$ cat src/rtl/arm_regfile_pkg.sv
// -----------------------------------------------------------------------------
// arm_regfile_pkg
// Shared constants and types for the integer register file and its write path.
//   REG_ADDR_W : register index width (decoder select width)
//   REG_DATA_W : register word width
//   ZERO_REG   : index of XZR; writes to it are architecturally discarded
//   reg_idx_t  : register index type
//   reg_word_t : register data word type
// -----------------------------------------------------------------------------
package arm_regfile_pkg;

    localparam int unsigned REG_ADDR_W = 5;
    localparam int unsigned REG_DATA_W = 64;

    typedef logic [REG_ADDR_W-1:0] reg_idx_t;
    typedef logic [REG_DATA_W-1:0] reg_word_t;

    localparam reg_idx_t ZERO_REG = 5'd31;

endpackage : arm_regfile_pkg

$ cat src/rtl/regfile_write_arbiter_rr_pick.sv
// -----------------------------------------------------------------------------
// rr_pick
// Combinational round-robin priority picker. The search starts at ptr_i and
// ascends, wrapping past NUM_REQ-1 back to 0; the first set request wins.
//   req_i       : request vector
//   ptr_i       : index holding highest priority this cycle
//   grant_o     : one-hot grant (all zero when no request)
//   idx_o       : encoded index of the granted requester
//   any_grant_o : high when some request was granted
// -----------------------------------------------------------------------------
module rr_pick #(
    parameter int unsigned NUM_REQ = 4,
    parameter int unsigned PTR_W   = (NUM_REQ > 1) ? $clog2(NUM_REQ) : 1
) (
    input  logic [NUM_REQ-1:0] req_i,
    input  logic [PTR_W-1:0]   ptr_i,
    output logic [NUM_REQ-1:0] grant_o,
    output logic [PTR_W-1:0]   idx_o,
    output logic               any_grant_o
);

    logic found_s;

    // Two passes: first the requesters at or above the pointer, then the
    // wrapped-around ones from index 0. The first hit in that order wins.
    always_comb begin
        grant_o = '0;
        idx_o   = '0;
        found_s = 1'b0;
        for (int i = 0; i < int'(NUM_REQ); i++) begin
            if (!found_s && req_i[i] && (i >= int'(ptr_i))) begin
                grant_o[i] = 1'b1;
                idx_o      = PTR_W'(i);
                found_s    = 1'b1;
            end else begin
                found_s = found_s;
            end
        end
        for (int i = 0; i < int'(NUM_REQ); i++) begin
            if (!found_s && req_i[i]) begin
                grant_o[i] = 1'b1;
                idx_o      = PTR_W'(i);
                found_s    = 1'b1;
            end else begin
                found_s = found_s;
            end
        end
        any_grant_o = found_s;
    end

endmodule : rr_pick

$ cat src/rtl/regfile_write_arbiter.sv
// -----------------------------------------------------------------------------
// regfile_write_arbiter
// Round-robin arbiter sharing the single register-file write port among
// NUM_REQ writers. One registered write per cycle feeds the downstream 5-to-32
// write-address decoder. Writes to XZR are acked but never enabled.
//   clk      : system clock, rising edge
//   reset_n  : asynchronous active-low reset
//   req      : per-requester write request, held until acked
//   req_addr : packed register indices, requester i uses slice i
//   req_data : packed write data, requester i uses slice i
//   ack      : combinational one-hot grant; transfer when req[i] & ack[i]
//   stall    : freezes arbitration (no ack, pointer held)
//   wr_sel   : registered decoder select
//   wr_en    : registered decoder enable
//   wr_data  : registered write data
//   busy     : registered; some request was pending and not acked last cycle
// -----------------------------------------------------------------------------
module regfile_write_arbiter
    import arm_regfile_pkg::*;
#(
    parameter int unsigned NUM_REQ = 4,
    parameter int unsigned ADDR_W  = REG_ADDR_W,
    parameter int unsigned DATA_W  = REG_DATA_W
) (
    input  logic                      clk,
    input  logic                      reset_n,
    input  logic [NUM_REQ-1:0]        req,
    input  logic [NUM_REQ*ADDR_W-1:0] req_addr,
    input  logic [NUM_REQ*DATA_W-1:0] req_data,
    output logic [NUM_REQ-1:0]        ack,
    input  logic                      stall,
    output logic [ADDR_W-1:0]         wr_sel,
    output logic                      wr_en,
    output logic [DATA_W-1:0]         wr_data,
    output logic                      busy
);

    localparam int unsigned PTR_W = (NUM_REQ > 1) ? $clog2(NUM_REQ) : 1;

    logic [PTR_W-1:0]   ptr_q,  ptr_d;
    logic [ADDR_W-1:0]  sel_q,  sel_d;
    logic [DATA_W-1:0]  data_q, data_d;
    logic               en_q,   en_d;
    logic               busy_q, busy_d;

    logic [NUM_REQ-1:0] grant_s;
    logic [PTR_W-1:0]   gidx_s;
    logic               any_grant_s;
    logic               xfer_s;
    logic [ADDR_W-1:0]  pick_addr_s;
    logic [DATA_W-1:0]  pick_data_s;

    rr_pick #(
        .NUM_REQ (NUM_REQ),
        .PTR_W   (PTR_W)
    ) u_rr_pick (
        .req_i       (req),
        .ptr_i       (ptr_q),
        .grant_o     (grant_s),
        .idx_o       (gidx_s),
        .any_grant_o (any_grant_s)
    );

    // Grant gating: reset and stall both suppress ack in the same cycle.
    always_comb begin
        if (reset_n && !stall) begin
            ack    = grant_s;
            xfer_s = any_grant_s;
        end else begin
            ack    = '0;
            xfer_s = 1'b0;
        end
    end

    // Select the granted requester's address and data slices.
    always_comb begin
        pick_addr_s = '0;
        pick_data_s = '0;
        for (int i = 0; i < int'(NUM_REQ); i++) begin
            if (gidx_s == PTR_W'(i)) begin
                pick_addr_s = req_addr[i*ADDR_W +: ADDR_W];
                pick_data_s = req_data[i*DATA_W +: DATA_W];
            end else begin
                pick_addr_s = pick_addr_s;
            end
        end
    end

    // Next state: pointer rotates past the winner; select/data hold when idle
    // while the enable always falls, so a stalled cycle issues no write.
    always_comb begin
        ptr_d  = ptr_q;
        sel_d  = sel_q;
        data_d = data_q;
        en_d   = 1'b0;
        busy_d = |(req & ~ack);
        if (xfer_s) begin
            sel_d  = pick_addr_s;
            data_d = pick_data_s;
            en_d   = (pick_addr_s != ADDR_W'(ZERO_REG));
            if (gidx_s == PTR_W'(NUM_REQ - 1)) begin
                ptr_d = '0;
            end else begin
                ptr_d = gidx_s + PTR_W'(1);
            end
        end else begin
            ptr_d = ptr_q;
        end
    end

    // State and output registers; reset drops any in-flight write at once.
    always_ff @(posedge clk or negedge reset_n) begin
        if (!reset_n) begin
            ptr_q  <= '0;
            sel_q  <= '0;
            data_q <= '0;
            en_q   <= 1'b0;
            busy_q <= 1'b0;
        end else begin
            ptr_q  <= ptr_d;
            sel_q  <= sel_d;
            data_q <= data_d;
            en_q   <= en_d;
            busy_q <= busy_d;
        end
    end

    assign wr_sel  = sel_q;
    assign wr_en   = en_q;
    assign wr_data = data_q;
    assign busy    = busy_q;

endmodule : regfile_write_arbiter

$ cat config.mk
export PLATFORM = sky130hd
export DESIGN_NAME = regfile_write_arbiter
export DESIGN_NICKNAME = d
export VERILOG_FILES = /design/src/rtl/arm_regfile_pkg.sv /design/src/rtl/regfile_write_arbiter_rr_pick.sv /design/src/rtl/regfile_write_arbiter.sv
export SDC_FILE = /design/constraint.sdc
export NUM_CORES = 1
export LEC_CHECK = 0
export ABC_AREA = 0
export CAP_MARGIN = 20
export CORE_AREA = 3 3 139 141
export DETAILED_ROUTE_END_ITERATION = 7
export DIE_AREA = 0 0 142 144
export PLACE_DENSITY = 0.64
export REMOVE_ABC_BUFFERS = 1
export SYNTH_ARGS = -nofsm -noshare
export SYNTH_HDL_FRONTEND = slang
export SYNTH_SLANG_ARGS = --single-unit
$ cat constraint.sdc
create_clock -name clk -period 2.47 [get_ports clk]
set_input_delay 0.494 -clock clk [delete_from_list [all_inputs] [get_ports clk]]
set_output_delay 0.494 -clock clk [all_outputs]
set_load 0.02 [all_outputs]
== Yosys cells after proc, flatten, opt, wreduce, memory -nomap -nowiden ==
Index checks and enable logic that the tools add are counted.

* Equal/unequal tests: 4
* Add/sub/neg operators: 1
* Reduce and logical (&&, ||, !) cells: 21
* $lt $le $gt $ge: 3
* Mux-type cells: 34
* Bitwise logic cells: 2

{| class="wikitable"
|+ Operator list
! operator !! count
|-
| $mux 64 || 4
|-
| $mux 5 || 4
|-
| $mux 1 || 18
|-
| $mux 2 || 7
|-
| $logic_and 1x1->1 || 11
|-
| $logic_not 1->1 || 8
|-
| $ne 5x5->1 const B || 1
|-
| $and 4x4->4 || 1
|-
| $eq 2x2->1 const B || 2
|-
| $ge 1x2->1 const A || 2
|-
| $mux 4 || 1
|-
| $not 4->4 || 1
|-
| $reduce_or 4->1 || 1
|-
| $add 2x1->2 const B || 1
|-
| $eq 2x1->1 const B || 1
|-
| $ge 2x2->1 const A || 1
|-
| $logic_not 2->1 || 1
|}

* Register bits after elaboration: 73
* Bits of input ports: 283
* Output and inout bits: 75
* Word-level logic and storage cells: 70

== Depth between registers and ports, before layout ==
* Depth after elaboration: 33
* Depth in mapped cells: 16
* Depth with buffers taken out: 11

== Hierarchy ==
From an unflattened synthesis, not the netlist that was laid out.

* Cells, all modules: 686
* Area total of the unflattened synthesis: 5311.3 µm²

{| class="wikitable"
|+ Modules (own cells, without submodules)
! module !! sequential area each (µm²) !! instances !! area an instance (µm²) !! cells an instance
|-
| regfile_write_arbiter || 1826.8 || 1 || 5088.6 || 653
|-
| rr_pick || 0.0 || 1 || 222.7 || 33
|}

== Worst setup path after synthesis ==
Ideal clock, no wire load.

* Path kind: in2reg
* Start: input port req[2]
* End: register data_q[27], in the netlist wr_data[27]
* Cell stages on the path: 15
* Data required time: 2.333 ns
* Path buffers: 4
* Setup slack: 0.027 ns
* Setup time: 0.137 ns
* Arrival: 2.306 ns
* Cells stage by stage: buf_2 nor2b_1 o21ai_0 nand3_1 nand2_1 inv_1 ha_1 nor2b_4 buf_6 buf_6 buf_6 a221oi_2 nor3_1 a21oi_1 a21oi_1

* Cells in the longest elaborated chain, start to end: 23
* Elaborated cells between the ends (all ways): 33
* Classes of those cells: eq/ne: 3; mux: 17; reduce/logical: 13

{| class="wikitable"
|+ RTL lines
! element !! line !! RTL
|-
| from (decl) || regfile_write_arbiter.sv:27 || <nowiki>input logic [NUM_REQ-1:0] req,</nowiki>
|-
| $logic_and 1x1->1 (2 in a row) || regfile_write_arbiter_rr_pick.sv:31 || <nowiki>if (!found_s && req_i[i] && (i >= int'(ptr_i))) begin</nowiki>
|-
| $mux 1 || regfile_write_arbiter_rr_pick.sv:31 ||
|-
| $logic_not 1->1 || regfile_write_arbiter_rr_pick.sv:31 ||
|-
| $logic_and 1x1->1 || regfile_write_arbiter_rr_pick.sv:31 ||
|-
| $mux 1 || regfile_write_arbiter_rr_pick.sv:31 ||
|-
| $logic_not 1->1 || regfile_write_arbiter_rr_pick.sv:40 || <nowiki>if (!found_s && req_i[i]) begin</nowiki>
|-
| $logic_and 1x1->1 || regfile_write_arbiter_rr_pick.sv:40 ||
|-
| $mux 1 || regfile_write_arbiter_rr_pick.sv:40 ||
|-
| [3 not listed] || -- ||
|-
| $logic_not 1->1 || regfile_write_arbiter_rr_pick.sv:40 ||
|-
| $logic_and 1x1->1 || regfile_write_arbiter_rr_pick.sv:40 ||
|-
| $mux 1 || regfile_write_arbiter_rr_pick.sv:40 ||
|-
| $logic_not 1->1 || regfile_write_arbiter_rr_pick.sv:40 ||
|-
| $logic_and 1x1->1 || regfile_write_arbiter_rr_pick.sv:40 ||
|-
| $mux 2 || regfile_write_arbiter_rr_pick.sv:40 ||
|-
| $logic_not 2->1 || regfile_write_arbiter.sv:80 || <nowiki>if (gidx_s == PTR_W'(i)) begin</nowiki>
|-
| $mux 64 (4 in a row) || regfile_write_arbiter.sv:80 ||
|-
| to (signal assigned) || regfile_write_arbiter.sv:122 || <nowiki>data_q <= data_d;</nowiki>
|-
| to (decl) || regfile_write_arbiter.sv:42 || <nowiki>logic [DATA_W-1:0] data_q, data_d;</nowiki>
|}

Several ways; a longest one is shown, not always the timed one.
A chain may end at the register's enable or synchronous reset.

== Worst setup path after layout ==
* Start: register ptr_q[1]
* End: register data_q[31], in the netlist wr_data[31]

* Cells in the longest elaborated chain, start to end: 31
* Elaborated cells between the ends (all ways): 44
* Classes of those cells: order compare: 3; eq/ne: 3; mux: 20; reduce/logical: 18

{| class="wikitable"
|+ RTL lines
! element !! line !! RTL
|-
| from (decl) || regfile_write_arbiter.sv:40 || <nowiki>logic [PTR_W-1:0] ptr_q, ptr_d;</nowiki>
|-
| from (signal assigned) || regfile_write_arbiter.sv:120 || <nowiki>ptr_q <= ptr_d;</nowiki>
|-
| $ge 1x2->1 || regfile_write_arbiter_rr_pick.sv:31 ||
|-
| $logic_and 1x1->1 || regfile_write_arbiter_rr_pick.sv:31 ||
|-
| $mux 1 || regfile_write_arbiter_rr_pick.sv:31 ||
|-
| $logic_not 1->1 || regfile_write_arbiter_rr_pick.sv:31 ||
|-
| $logic_and 1x1->1 (2 in a row) || regfile_write_arbiter_rr_pick.sv:31 ||
|-
| $mux 1 || regfile_write_arbiter_rr_pick.sv:31 ||
|-
| $logic_not 1->1 || regfile_write_arbiter_rr_pick.sv:31 ||
|-
| $logic_and 1x1->1 (2 in a row) || regfile_write_arbiter_rr_pick.sv:31 ||
|-
| [10 not listed] || -- ||
|-
| $logic_not 1->1 || regfile_write_arbiter_rr_pick.sv:40 ||
|-
| $logic_and 1x1->1 || regfile_write_arbiter_rr_pick.sv:40 ||
|-
| $mux 1 || regfile_write_arbiter_rr_pick.sv:40 ||
|-
| $logic_not 1->1 || regfile_write_arbiter_rr_pick.sv:40 ||
|-
| $logic_and 1x1->1 || regfile_write_arbiter_rr_pick.sv:40 ||
|-
| $mux 2 || regfile_write_arbiter_rr_pick.sv:40 ||
|-
| $logic_not 2->1 || regfile_write_arbiter.sv:80 ||
|-
| $mux 64 (4 in a row) || regfile_write_arbiter.sv:80 ||
|}

Several ways; a longest one is shown, not always the timed one.

==> flow_metrics.env <==
export IMPL_drt_first_pass_iters=6
export IMPL_maxCapViolations=0
export IMPL_p_int_mw=5.734
export IMPL_totalPowerFinal_mw=9.633
export IMPL_num_rows=49
export IMPL_synth_cell_type_count=31
export IMPL_fmax_mhz=413.1
export IMPL_synthCells=603
export IMPL_slew_headroom=0.3340
export IMPL_grt_max_degree=74
export IMPL_diodes=0
export IMPL_worst_pin_slew_ps=999.0
export IMPL_antenna_found_initial=0
export IMPL_path_class="reg -> reg"
export IMPL_dp_cells=1171
export IMPL_dieArea_sq_um=20450
export IMPL_hold_path_class="in -> async"
export IMPL_yosys_warnings=0
export IMPL_vias=5893
export IMPL_io_buffers=357
export IMPL_initial_core_util=0.2699
export IMPL_p_clk_frac=0.133
export IMPL_final_cell_count_no_fill=1203
export IMPL_critPathMaxFanout=8
export IMPL_status="complete, no violations"
export IMPL_cp_arrival_ps=2630
export IMPL_grt_usage=0.1926
export IMPL_p_sw_frac=0.4047
export IMPL_p_per_area_nw_per_um2=989.4
export IMPL_hold_viol=0
export IMPL_drt_iter0_drc=200
export IMPL_comb_power_share=0.663
export IMPL_finalCriticalPeriod_ps=2421
export IMPL_hpwlAfterDp_um=15770
export IMPL_routabilityCongestion=0.7974
export IMPL_drc_errors=0
export IMPL_critPathCaptureType="flop"
export IMPL_final_core_utilization=0.5384
export IMPL_cts_sinks=73
export IMPL_grt_pass1_wl_um=30830
export IMPL_ir_drop_v=0.0003824
export IMPL_wl_per_cell_um=17.85
export IMPL_cts_tree="yes"
export IMPL_power_frac_seq=0.204
export IMPL_core_sq_um=18090
export IMPL_tns_ps=0
export IMPL_post_route_period_util=0.9801
export IMPL_grt_pass1_vias=5697
export IMPL_required_ps=2680
export IMPL_vias_per_cell=4.899
export IMPL_clockBufferDepth=2
export IMPL_finalSetupViolations=0
export IMPL_drive_above_1_share=0.1376
export IMPL_final_common_cell="clkdlybuf4s50_1"
export IMPL_ios=358
export IMPL_cts_made_buffers=9
export IMPL_clock_latency_ps=330
export IMPL_final_cell_mix="clkdlybuf4s50_1 (348), a21oi_1 (134), dfrtp_1 (71)"
export IMPL_rsz0062_at_grt="true"
export IMPL_die_x_um=142
export IMPL_ant_nets=0
export IMPL_clk_pin_slew_worst_paths_ps=60
export IMPL_skew_ps=5.697
export IMPL_area_delta_synth_final_pct=99.49
export IMPL_nets=1256
export IMPL_ys_ff_latch=73
export IMPL_p_sw_mw=3.899
export IMPL_globalRouteOverflowTotal=0
export IMPL_die_h_um=144
export IMPL_leakagePower_nw=3.790
export IMPL_wirelength_um=21480
export IMPL_slew_violations=0
export IMPL_syn_avg_cell_area_sq_um=8.094
export IMPL_syn_cell_area_sq_um=4881
export IMPL_yosysSeqAreaShare=0.3743
export IMPL_cts_htree_levels=3
export IMPL_startpoint_type="flop"
export IMPL_cts_root_buf="clkbuf_16"
worst max-delay path: stages (launching register included):
cell      delay, ps
dfrtp_2         450
buf_6           150
a21oi_2         140
o21ai_2          80
o22ai_2         240
ha_4            210
nor2b_4          50
buf_12          140
buf_12          130
buf_16          140
a221oi_2        230
nor3_1           80
a21oi_1         170
a21oi_1          90
cells by family after synthesis:
family,after synthesis,synth area share
adder cells (fa/ha/maj),4,0.01025
flip-flops,73,0.3743
buffers and inverters,66,0.06409
AND/OR/NAND/NOR,231,0.2343
AO/OA/AOI/OAI,229,0.3171
cells in the mapped netlist, drive strengths merged:
cell	n	area, sq um
o21a	2	15.01
nor3	63	315.3
nand3	1	5.000
a21oi	138	694.4
nand2	22	82.58
ha	4	50.05
o211a	1	10.01
a221oi	63	664.4
and3	2	12.51
nor2	70	262.8
o22a	1	8.760
a22oi	5	37.54
o221ai	1	8.760
nand4	1	6.260
a2bb2oi	1	8.760
clkbuf	38	142.6
a31oi	1	6.260
nand2b	5	31.28
buf	25	158.9
o21ai	7	35.03
a21o	2	15.01
nand3b	1	7.510
nor2b	66	420.4
inv	3	11.26
dfrtp	73	1827
o22ai	7	43.79
path summary, 6_finish.rpt:
| kind | startpoint | end | slack, ps | cells past startpoint |
|---|---|---|---|---|
| min | reset_n | ptr_q[0] | 420 | 2 |
| max reg2reg | ptr_q[1] | wr_data[31] | 50 | 13 |
| max | ptr_q[1] | wr_data[31] | 50 | 13 |
| min reg2reg | wr_sel[1] | wr_sel[1] | 470 | 2 |
| max in group asynchronous | reset_n | ptr_q[1] | 1380 | 2 |
| min in group clk | wr_sel[1] | wr_sel[1] | 470 | 2 |
registers in the layout, summed over array words and instances (netlist names):
| name | cells |
|---|---|
| ptr_q | 2 |
| wr_en | 1 |
| wr_data | 64 |
| wr_sel | 5 |
| busy | 1 |
power groups by stage:
stage                     Clock [mW]  Sequential [mW]  Combinational, mW
final                           1.28             1.96               6.39
after global routing            1.38             2.03               6.90
after CTS                       1.33             1.96               6.17
after detailed placement           0             1.97               5.74
after global placement             0             1.96               5.71
after floorplan                    0             2.56               2.47
routing by layer:
layer,vias to the layer above,routed length (um),global-route usage
li1,2953,-,-
met4,0,320,0.05051
met5,-,0,0
met2,234,11020,0.3486
met1,2683,8508,0.2252
met3,23,1623,0.05192
metrics by stage:
| stage | hold slack (ps) | setup WS (ps) | area (sq um) |
|---|---|---|---|
| global placement | 462.2 | -440.0 | 9020 |
| global route | 497.3 | -64.69 | 9737 |
| detailed placement | 459.8 | -478.1 | 9020 |
| floorplan | 198.4 | -1930 | 4579 |
| finish | 416.2 | 49.04 | 9737 |
| CTS | 463.6 | -4.314 | 9517 |
what timing repair did:
action,4_1_cts,5_1_grt
setup endpoints to repair,32,73
pin swaps,9,15
gates resized for setup,17,36
gates cloned,4,1
hold buffers,0,0
buffers inserted,6,7
area by class of cell:
class	instances	area, sq um
clock buffer	14	284.0
clock inverter	2	10.01
fill	1690	8349
inverter	3	11.26
multi-input combinational	464	2958
sequential	73	1829
tap	229	286.5
timing repair buffer	418	4358
No activity file was read; power rests on OpenSTA's default activity.
